File: src/rtl/uart_rx_param.sv
// Parametrised UART receiver: configurable word length, parity and stop bits,
// with parity/framing/overrun detection and a show-ahead receive FIFO.
module uart_rx_param #(
   parameter int CLK_FREQ   = 100_000_000,
   parameter int BAUD       = 115_200,
   parameter int DATA_BITS  = 8,
   parameter int PARITY     = 0,
   parameter int STOP_BITS  = 1,
   parameter int FIFO_DEPTH = 4
) (
   input  logic                               clk,
   input  logic                               rst,
   input  logic                               rx,
   output logic [DATA_BITS-1:0]               data_out,
   output logic                               data_valid,
   input  logic                               data_ready,
   output logic                               parity_err,
   output logic                               frame_err,
   output logic                               overrun,
   output logic [$clog2(FIFO_DEPTH+1)-1:0]    fifo_count
);

   localparam int CPB    = CLK_FREQ / BAUD;
   localparam int CNT_W  = $clog2(CPB + 1);
   localparam int BIT_W  = $clog2(DATA_BITS + 1);
   localparam int PTR_W  = $clog2(FIFO_DEPTH);
   localparam int FCNT_W = $clog2(FIFO_DEPTH + 1);

   localparam logic [CNT_W-1:0]  BIT_TICKS  = CNT_W'(CPB);
   localparam logic [CNT_W-1:0]  HALF_TICKS = CNT_W'(CPB / 2);
   localparam logic [BIT_W-1:0]  LAST_DATA  = BIT_W'(DATA_BITS - 1);
   localparam logic [BIT_W-1:0]  LAST_STOP  = BIT_W'(STOP_BITS - 1);
   localparam logic [FCNT_W-1:0] FULL_COUNT = FCNT_W'(FIFO_DEPTH);
   localparam logic              ODD_PAR    = (PARITY == 2);

   localparam logic [2:0] S_IDLE  = 3'd0;
   localparam logic [2:0] S_START = 3'd1;
   localparam logic [2:0] S_DATA  = 3'd2;
   localparam logic [2:0] S_PAR   = 3'd3;
   localparam logic [2:0] S_STOP  = 3'd4;
   localparam logic [2:0] S_DONE  = 3'd5;
   localparam logic [2:0] S_BREAK = 3'd6;

   logic [1:0]           sync_q, sync_d;
   logic [2:0]           state_q, state_d;
   logic [CNT_W-1:0]     cnt_q, cnt_d;
   logic [BIT_W-1:0]     bit_q, bit_d;
   logic [DATA_BITS-1:0] shreg_q, shreg_d;
   logic                 perr_q, perr_d;
   logic                 ferr_q, ferr_d;
   logic                 parity_err_q, parity_err_d;
   logic                 frame_err_q, frame_err_d;
   logic                 overrun_q, overrun_d;
   logic [PTR_W-1:0]     wr_ptr_q, wr_ptr_d;
   logic [PTR_W-1:0]     rd_ptr_q, rd_ptr_d;
   logic [FCNT_W-1:0]    count_q, count_d;
   logic [DATA_BITS-1:0] mem_q [FIFO_DEPTH];

   logic rx_s, tick, push, pop, full;

   assign rx_s = sync_q[1];
   // A sample is taken on the edge where the down-counter reads 1.
   assign tick = (cnt_q == CNT_W'(1));
   assign full = (count_q == FULL_COUNT);
   assign pop  = data_valid & data_ready;

   // NOTE: every variable assigned in always_comb gets a default first, so no latch is inferred.
   always_comb begin
      sync_d       = {sync_q[0], rx};
      state_d      = state_q;
      cnt_d        = (cnt_q != '0) ? cnt_q - CNT_W'(1) : cnt_q;
      bit_d        = bit_q;
      shreg_d      = shreg_q;
      perr_d       = perr_q;
      ferr_d       = ferr_q;
      parity_err_d = 1'b0;
      frame_err_d  = 1'b0;
      overrun_d    = 1'b0;
      push         = 1'b0;

      case (state_q)
         S_IDLE: begin
            if (!rx_s) begin
               cnt_d   = HALF_TICKS;
               state_d = S_START;
            end
         end
         S_START: begin
            if (tick) begin
               if (rx_s) begin
                  state_d = S_IDLE;
               end else begin
                  state_d = S_DATA;
                  cnt_d   = BIT_TICKS;
                  bit_d   = '0;
                  perr_d  = 1'b0;
                  ferr_d  = 1'b0;
               end
            end
         end
         S_DATA: begin
            if (tick) begin
               shreg_d = {rx_s, shreg_q[DATA_BITS-1:1]};
               cnt_d   = BIT_TICKS;
               if (bit_q == LAST_DATA) begin
                  bit_d   = '0;
                  state_d = (PARITY != 0) ? S_PAR : S_STOP;
               end else begin
                  bit_d = bit_q + BIT_W'(1);
               end
            end
         end
         S_PAR: begin
            if (tick) begin
               perr_d  = ((^shreg_q) ^ rx_s) != ODD_PAR;
               cnt_d   = BIT_TICKS;
               state_d = S_STOP;
            end
         end
         S_STOP: begin
            if (tick) begin
               if (!rx_s) ferr_d = 1'b1;
               cnt_d = BIT_TICKS;
               if (bit_q == LAST_STOP) state_d = S_DONE;
               else                    bit_d   = bit_q + BIT_W'(1);
            end
         end
         S_DONE: begin
            // Framing beats parity; a full FIFO is only an overrun if nothing leaves this cycle.
            if (ferr_q) begin
               frame_err_d = 1'b1;
               state_d     = S_BREAK;
            end else if (perr_q) begin
               parity_err_d = 1'b1;
               state_d      = S_IDLE;
            end else if (full && !pop) begin
               overrun_d = 1'b1;
               state_d   = S_IDLE;
            end else begin
               push    = 1'b1;
               state_d = S_IDLE;
            end
         end
         S_BREAK: begin
            if (rx_s) state_d = S_IDLE;
         end
         default: state_d = S_IDLE;
      endcase
   end

   always_comb begin
      wr_ptr_d = push ? wr_ptr_q + PTR_W'(1) : wr_ptr_q;
      rd_ptr_d = pop  ? rd_ptr_q + PTR_W'(1) : rd_ptr_q;
      count_d  = count_q;
      if (push && !pop)      count_d = count_q + FCNT_W'(1);
      else if (pop && !push) count_d = count_q - FCNT_W'(1);
   end

   // NOTE: sequential state uses non-blocking assignments only.
   always_ff @(posedge clk or negedge rst) begin
      if (!rst) begin
         sync_q       <= 2'b11;
         state_q      <= S_IDLE;
         cnt_q        <= '0;
         bit_q        <= '0;
         shreg_q      <= '0;
         perr_q       <= 1'b0;
         ferr_q       <= 1'b0;
         parity_err_q <= 1'b0;
         frame_err_q  <= 1'b0;
         overrun_q    <= 1'b0;
         wr_ptr_q     <= '0;
         rd_ptr_q     <= '0;
         count_q      <= '0;
      end else begin
         sync_q       <= sync_d;
         state_q      <= state_d;
         cnt_q        <= cnt_d;
         bit_q        <= bit_d;
         shreg_q      <= shreg_d;
         perr_q       <= perr_d;
         ferr_q       <= ferr_d;
         parity_err_q <= parity_err_d;
         frame_err_q  <= frame_err_d;
         overrun_q    <= overrun_d;
         wr_ptr_q     <= wr_ptr_d;
         rd_ptr_q     <= rd_ptr_d;
         count_q      <= count_d;
      end
   end

   // NOTE: FIFO storage is not reset; data_out is gated by data_valid so it still reads 0 out of reset.
   always_ff @(posedge clk) begin
      if (push) mem_q[wr_ptr_q] <= shreg_q;
   end

   assign data_valid = (count_q != '0);
   assign data_out   = data_valid ? mem_q[rd_ptr_q] : '0;
   assign fifo_count = count_q;
   assign parity_err = parity_err_q;
   assign frame_err  = frame_err_q;
   assign overrun    = overrun_q;

endmodule

File: config.mk
export PLATFORM = sky130hd
export DESIGN_NAME = uart_rx_param
export DESIGN_NICKNAME = d
export VERILOG_FILES = /design/src/rtl/uart_rx_param.sv
export SDC_FILE = /design/constraint.sdc
export NUM_CORES = 1
export LEC_CHECK = 0
export CAP_MARGIN = 20
export CORE_MARGIN = 1
export CORE_UTILIZATION = 64
export DETAILED_ROUTE_END_ITERATION = 10
export HOLD_SLACK_MARGIN = 0.15
export PLACE_DENSITY = 0.85
export SLEW_MARGIN = 20
export SYNTH_ARGS = -nofsm -noshare
export SYNTH_HDL_FRONTEND = slang
export SYNTH_SLANG_ARGS = --single-unit
File: constraint.sdc
create_clock -name clk -period 5.9 [get_ports clk]
set_input_delay 0.885 -clock clk [delete_from_list [all_inputs] [get_ports clk]]
set_output_delay 0.885 -clock clk [all_outputs]
set_load 0.01 [all_outputs]
==> impl_results.md, run 1 <==
- Placed insts: ~340
- CTS max path bufs: 2
- Placer congestion estimate: about 0.9
- Post-synth EDFFs: 32
- Clk slew on worst S/H paths: 0.07 ns
- R2R depth: 8
- # setup viols final: 0
- Detailed Routing Iterations Pass 1: 4
- # clock sinks: 71
- DR vias: 2,074
- Gr ovfl total: 0
- Synthesis warning total: 0
- DRT iter0 DRCs: 115
- I/O Buffers: 18
- Clock latency on the worst-skew pair: 0.34 ns
- Row Count: 26
- Core Box Area: 5110 sq um
- Crit Path Class: register to output port
- R2R Setup Slk: between 3 and 4 ns
- Final slew viol count: 0
- Async SR Flop Fraction: 0.549
- Sequential-to-total area share from yosys stat: 0.571
- GRT Util Overall: 0.226
- Final ANT Viol Nets: 0
- CP max stage cell: dfrtp_1
- Measured slew at the worst slew-check pin: about 0.84 ns
- Inserted Clock Buffers: 9
- Post-CTS Setup Bufs: 0
- Synth cell types: 50
- Initial Util: 0.665
- Drt wl/cell: 15.5 um
- H-tree depth reported by CTS: 3
- Reg area: 1940 sq um
- Post-Synthesis Cells: 266
- Peak VDD IR: between 0.2 and 0.3 mV
- Max frequency: 320 MHz
- # fillers: 341
- IO Pins: 19
- Initial antenna violation count: 0
- Final std cells w/o fill: 359
- Synthesized Nets: 281
- Die H: 74.9 um
- Post-synth top flop: dfrtp_1
- Wire length of the first global-routing pass: 8970 um
- Via density: 5.78
- Post-synthesis register bit count: 71
- Fin util: 0.748
- Worst Path Arrival: ~2.2 ns
- HPWL after DPL: 3780 um
- Die area: 5600 sq um
- Leak: ~0.0015 uW
- Worst hold path depth: 0
- CTS tree: yes
- Post-CTS Hold Buffers: 0
- Inserted Diodes: 0
- Slowest stage delay, CP: 0.69 ns
- Worst Hold Margin: 0.359 ns
- Power per standard cell area: between 200 and 300 nW/um^2
- Avg Inst Size Synth: 12.8 sq um
- Rel. slew slack: 0.439
- CTS Root Cell: clkbuf_8
- Worst Skew: 0.00704 ns
- Post-Syn Area: 3400 sq um
- Final hold viol count: 0
- CP required: 5.02 ns
- Crit path max-delay family: flip-flops
- Startpoint types: register
- Worst-path cell chain: mux4_2, and2_1, clkdlybuf4s50_1
- Hold Path Class: register to register
- DRC violations left: 0
- Status: complete, no violations
- Post-layout minimum cycle time: ~3.1 ns
- Final net count: around 300
- Die Wd: 74.9 um
- Setup_tns: 0 ns
- Vias in the first global route: 1,877
- Post-CTS Resized: 0
- Layout cells sized above 1: 0.149
- Max Cap Viol: 0
- Area delta synth->final: 12.4%
- Multi-input logic area: 1370 sq um
- RSZ-0062 raised after global routing: no
- Final Cycle Share: 0.530
- Detailed Route WL: between 5000 and 6000 um
- CP bufs+invs: 1
- Crit Path Max Fanout: 10
- Setup crit end kind: output port
- Largest net degree at the start of global routing: 40
- WP depth: 3
[per-stage QoR]
stage               setup WS, ns  area (sq um)  total power [uW]
finish                      2.77          3820              1080
global route                2.58          3820              1120
CTS                         2.66          3810              1090
detailed placement          2.31          3620               704
global placement            2.52          3620               701
floorplan                   3.19          3400               656
[flip-flops by register name, indices dropped and copies added (netlist names), 2 cells and up]
register	count
state_q	3
fifo_count	3
shreg_q	8
wr_ptr_q	2
bit_q	4
rd_ptr_q	2
cnt_q	10
sync_q	2
mem_q	32
[Yosys cell counts (5+ instances only)]
| cell | count | area (sq um) |
|---|---|---|
| nand3_1 | 6 | 30.0 |
| ha_1 | 10 | 125 |
| and2_1 | 12 | 75.1 |
| clkbuf_1 | 8 | 30.0 |
| a21oi_1 | 8 | 40.0 |
| nor3_1 | 5 | 25.0 |
| dfrtp_1 | 37 | 926 |
| nor4_1 | 7 | 43.8 |
| inv_1 | 14 | 52.6 |
| mux4_2 | 8 | 180 |
| xnor2_1 | 17 | 149 |
| nand2_1 | 16 | 60.1 |
| edfxtp_1 | 32 | 961 |
| mux2_2 | 10 | 113 |
| nor2_1 | 12 | 45.0 |
| o21ai_0 | 13 | 65.1 |
[worst reg2reg max path: cells and delay by family (launching register included)]
kind,cells,cell delay [ns]
xor gates and xnor gates,2,0.33
adders and majority gates,2,0.66
buffers and inverters,1,0.06
DFF,1,0.70
and+or+nand+nor,3,1.07
[cells by family (layout without fill, tap and decap cells)]
family                     Yosys count  count (layout)  share of synthesized area
and+or+nand+nor                     80              80                      0.138
DFF                                 71              71                      0.571
xor gates and xnor gates            21              21                     0.0541
AOI/OAI and AO/OA                   38              38                     0.0733
adders and majority gates           11              11                     0.0427
muxes                               20              20                     0.0921
buffers and inverters               25              48                     0.0284
[cell usage in the layout (no fill, tap or decap), types with 10 or more instances in the layout]
| master | Yosys | layout |
|---|---|---|
| nand2_1 | 16 | 16 |
| mux2_2 | 10 | 10 |
| ha_1 | 10 | 10 |
| and2_1 | 12 | 12 |
| dfrtp_1 | 37 | 37 |
| o21ai_0 | 13 | 13 |
| xnor2_1 | 17 | 17 |
| nor2_1 | 12 | 12 |
| clkbuf_8 | 0 | 10 |
| clkdlybuf4s50_1 | 0 | 17 |
| edfxtp_1 | 32 | 32 |
| inv_1 | 14 | 14 |
[power breakdown]
part	leakage [uW]	internal [uW]	switching, uW
clock network	0.000101	207	177
registers	0.000879	533	46.0
logic	0.000545	71.6	41.3
[layout make-up]
cell class / count / share of cell area
clock inverters: 5 / 0.0147
clock buffers: 11 / 0.0370
repair buffers: 18 / 0.0459
multi-input cells: 170 / 0.358
flip-flops and latches: 71 / 0.508
inverters: 14 / 0.0138
well taps: 70 / 0.0229
[metal layers]
layer | global-route usage | vias to the layer above | wire (um)
li1 | - | 1004 | -
met1 | 0.289 | 1003 | 2440
met2 | 0.355 | 56 | 2750
met3 | 0.0736 | 11 | 268
met4 | 0.105 | 0 | 112
met5 | 0 | - | 0
[path summary, 6_finish.rpt]
path,startpoint,to
max in group asynchronous,rst,bit_q[1]$_DFFE_PN0P_
worst max-delay path,rd_ptr_q[0]$_DFFE_PN0P_,data_out[5]
worst max register to register,state_q[0]$_DFFE_PN0P_,fifo_count[2]$_DFFE_PN0P_
worst min register to register,sync_q[0]$_DFF_PN1_,sync_q[1]$_DFF_PN1_
min in group asynchronous,rst,rd_ptr_q[0]$_DFFE_PN0P_
worst min-delay path,sync_q[0]$_DFF_PN1_,sync_q[1]$_DFF_PN1_
Power figures use the tool's default switching activity.
==> run 2: changes to the inputs <==
CORE_UTILIZATION = 59   (was 64)
PLACE_DENSITY = 0.79   (was 0.85)
clock period = 3.2 ns   (was 5.9 ns; I/O delays follow)
==> run 2 against run 1 <==
Global-route usage decreased by 0.97 points. Sequential share of layout area hardly changed. Clock-buffer cell count grew 1.
==> impl_results.md, run 2 (synthesis gave the netlist of run 1 again) <==
- CP startpoint: rd_ptr_q[0]$_DFFE_PN0P_
- CTS max path bufs: 2 (unchanged)
- Vias in the first global route: 2,085 (+11%)
- RSZ-0062 raised after global routing: no
- Largest net degree at the start of global routing: 40 (unchanged)
- Largest Register: mem_q
- Row Count: 27 (+3.8%)
- Final net count: 302 (+1.0%)
- Final hold viol count: 0 (unchanged)
- Drt wl/cell: 15.8 um (+1.9%)
- Worst Skew: 0.00904 ns (+0.00199 ns)
- Rel. slew slack: 0.439 (about the same)
- Fin util: 0.690 (-0.0580)
- Clk slew on worst S/H paths: 0.07 ns (about the same)
- # setup viols final: 0 (unchanged)
- Die area: 6070 sq um (+8.2%)
- I/O Buffers: 18 (unchanged)
- Leak: 0.00153 uW (about the same)
- Wire length of the first global-routing pass: 9830 um (+9.6%)
- Worst Path Arrival: 2.27 ns (+0.03 ns)
- Final Cycle Share: 0.860
- DRT iter0 DRCs: 125 (+8.7%)
- Inserted Clock Buffers: 9 (unchanged)
- Post-CTS Setup Bufs: 0 (unchanged)
- Max frequency: 363 MHz
- Post-CTS Hold Buffers: 0 (unchanged)
- Status: complete, no violations
- Initial Util: 0.613 (-0.0520)
- Worst Hold Margin: 0.238 ns (-0.121 ns)
- Setup_tns: 0 ns (unchanged)
- Via density: 5.73 (-0.76%)
- Hold Path Class: input pin to async pin
- Post-layout minimum cycle time: around 2.8 ns
- Startpoint types: register
- Detailed Route WL: 5760 um (+3.3%)
- DR vias: 2,087 (+0.63%)
- GRT Util Overall: 0.217 (-0.00969)
- Inserted Diodes: 0 (unchanged)
- Detailed Routing Iterations Pass 1: 4 (unchanged)
- Power per standard cell area: 509 nW/um^2 (+81%)
- Final slew viol count: 0 (unchanged)
- Final ANT Viol Nets: 0 (unchanged)
- Most frequent cells in the layout: dfrtp_1, edfxtp_1, xnor2_1, clkdlybuf4s50_1, nand2_1
- Setup crit end kind: output port
- HPWL after DPL: 4000 um (+5.8%)
- CTS tree: yes
- # clock sinks: 71 (unchanged)
- Core Box Area: 5540 sq um (+8.5%)
- Measured slew at the worst slew-check pin: 0.841 ns (-0.000390 ns)
- Peak VDD IR: 0.298 mV (+18%)
- Die Wd: 77.9 um (+4.0%)
- R2r startpoint: state_q[1]$_DFFE_PN0P_
- Placer congestion estimate: 0.821 (-6.4%)
- Die H: 77.9 um (+4.0%)
- Crit Path Max Fanout: 10 (unchanged)
- CTS Root Cell: clkbuf_8
- Layout cells sized above 1: 0.147 (-0.00153)
- Initial antenna violation count: 0 (unchanged)
- DRC violations left: 0 (unchanged)
- Gr ovfl total: 0 (unchanged)
- Post-CTS Resized: 0 (unchanged)
- Max FFs per register: 32 (unchanged)
- Most common cell after layout, fill and taps aside: dfrtp_1
- CP required: 2.72 ns (-2.30 ns)
- H-tree depth reported by CTS: 3 (unchanged)
- IO Pins: 19 (unchanged)
- Max Cap Viol: 0 (unchanged)
- Regs by FF count: mem_q (32), cnt_q (10), shreg_q (8)
- Crit Path Class: register to output port
- Area delta synth->final: 12.5% (about the same)
- Clock latency on the worst-skew pair: 0.34 ns (about the same)
## run 2: metal layers
metal / vias up / track usage / part of all wire
met5: - / 0 / 0
met4: 0 / 0.0830 / 0.014
met3: 7 / 0.0494 / 0.023
met2: 34 / 0.365 / 0.51
met1: 1037 / 0.272 / 0.45
li1: 1009 / - / -
## run 2: power breakdown
group	leakage, uW	internal (uW)	switching [uW]	total, uW
clock	0.0000880	357	307	664
combinational	0.000559	132	76.5	209
sequential	0.000879	982	92.2	1070
total	0.00153	1470	475	1950
## run 2: cell type report
class	instances	area (sq um)
fill	405	1720
tap	72	90.1
sequential	71	1940
inverter	14	52.6
multi-input combinational	170	1360
clock buffer	12	135
clock inverter	4	46.3
timing repair buffer	21	198
## run 2: worst paths after layout
| check | cells after the start | to | slack (ns) |
|---|---|---|---|
| min in group clk | 0 | sync_q[1]$_DFF_PN1_ | 0.35 |
| worst min register to register | 0 | sync_q[1]$_DFF_PN1_ | 0.35 |
| worst min-delay path | 1 | rd_ptr_q[0]$_DFFE_PN0P_ | 0.24 |
| worst max-delay path | 3 | data_out[7] | 0.45 |
| worst max register to register | 10 | fifo_count[2]$_DFFE_PN0P_ | 0.65 |
| max in group asynchronous | 1 | parity_err$_DFF_PN0_ | 2.42 |
## run 2: per-stage QoR
| stage | power (uW) | instance area, sq um | instances | setup slack, ns |
|---|---|---|---|---|
| finish | 1950 | 3820 | 364 | 0.448 |
| floorplan | 1210 | 3400 | 266 | 0.647 |
| detailed placement | 1310 | 3640 | 348 | 0.606 |
| global placement | 1290 | 3640 | 348 | 0.664 |
| global route | 2040 | 3820 | 364 | 0.324 |
| CTS | 1970 | 3820 | 364 | 0.400 |
## run 2: worst max-delay path, cell delays in order, from the launching register on
cell and delay (ns):
dfrtp_1 0.72, mux4_2 0.58, and2_1 0.17, clkdlybuf4s50_1 0.47
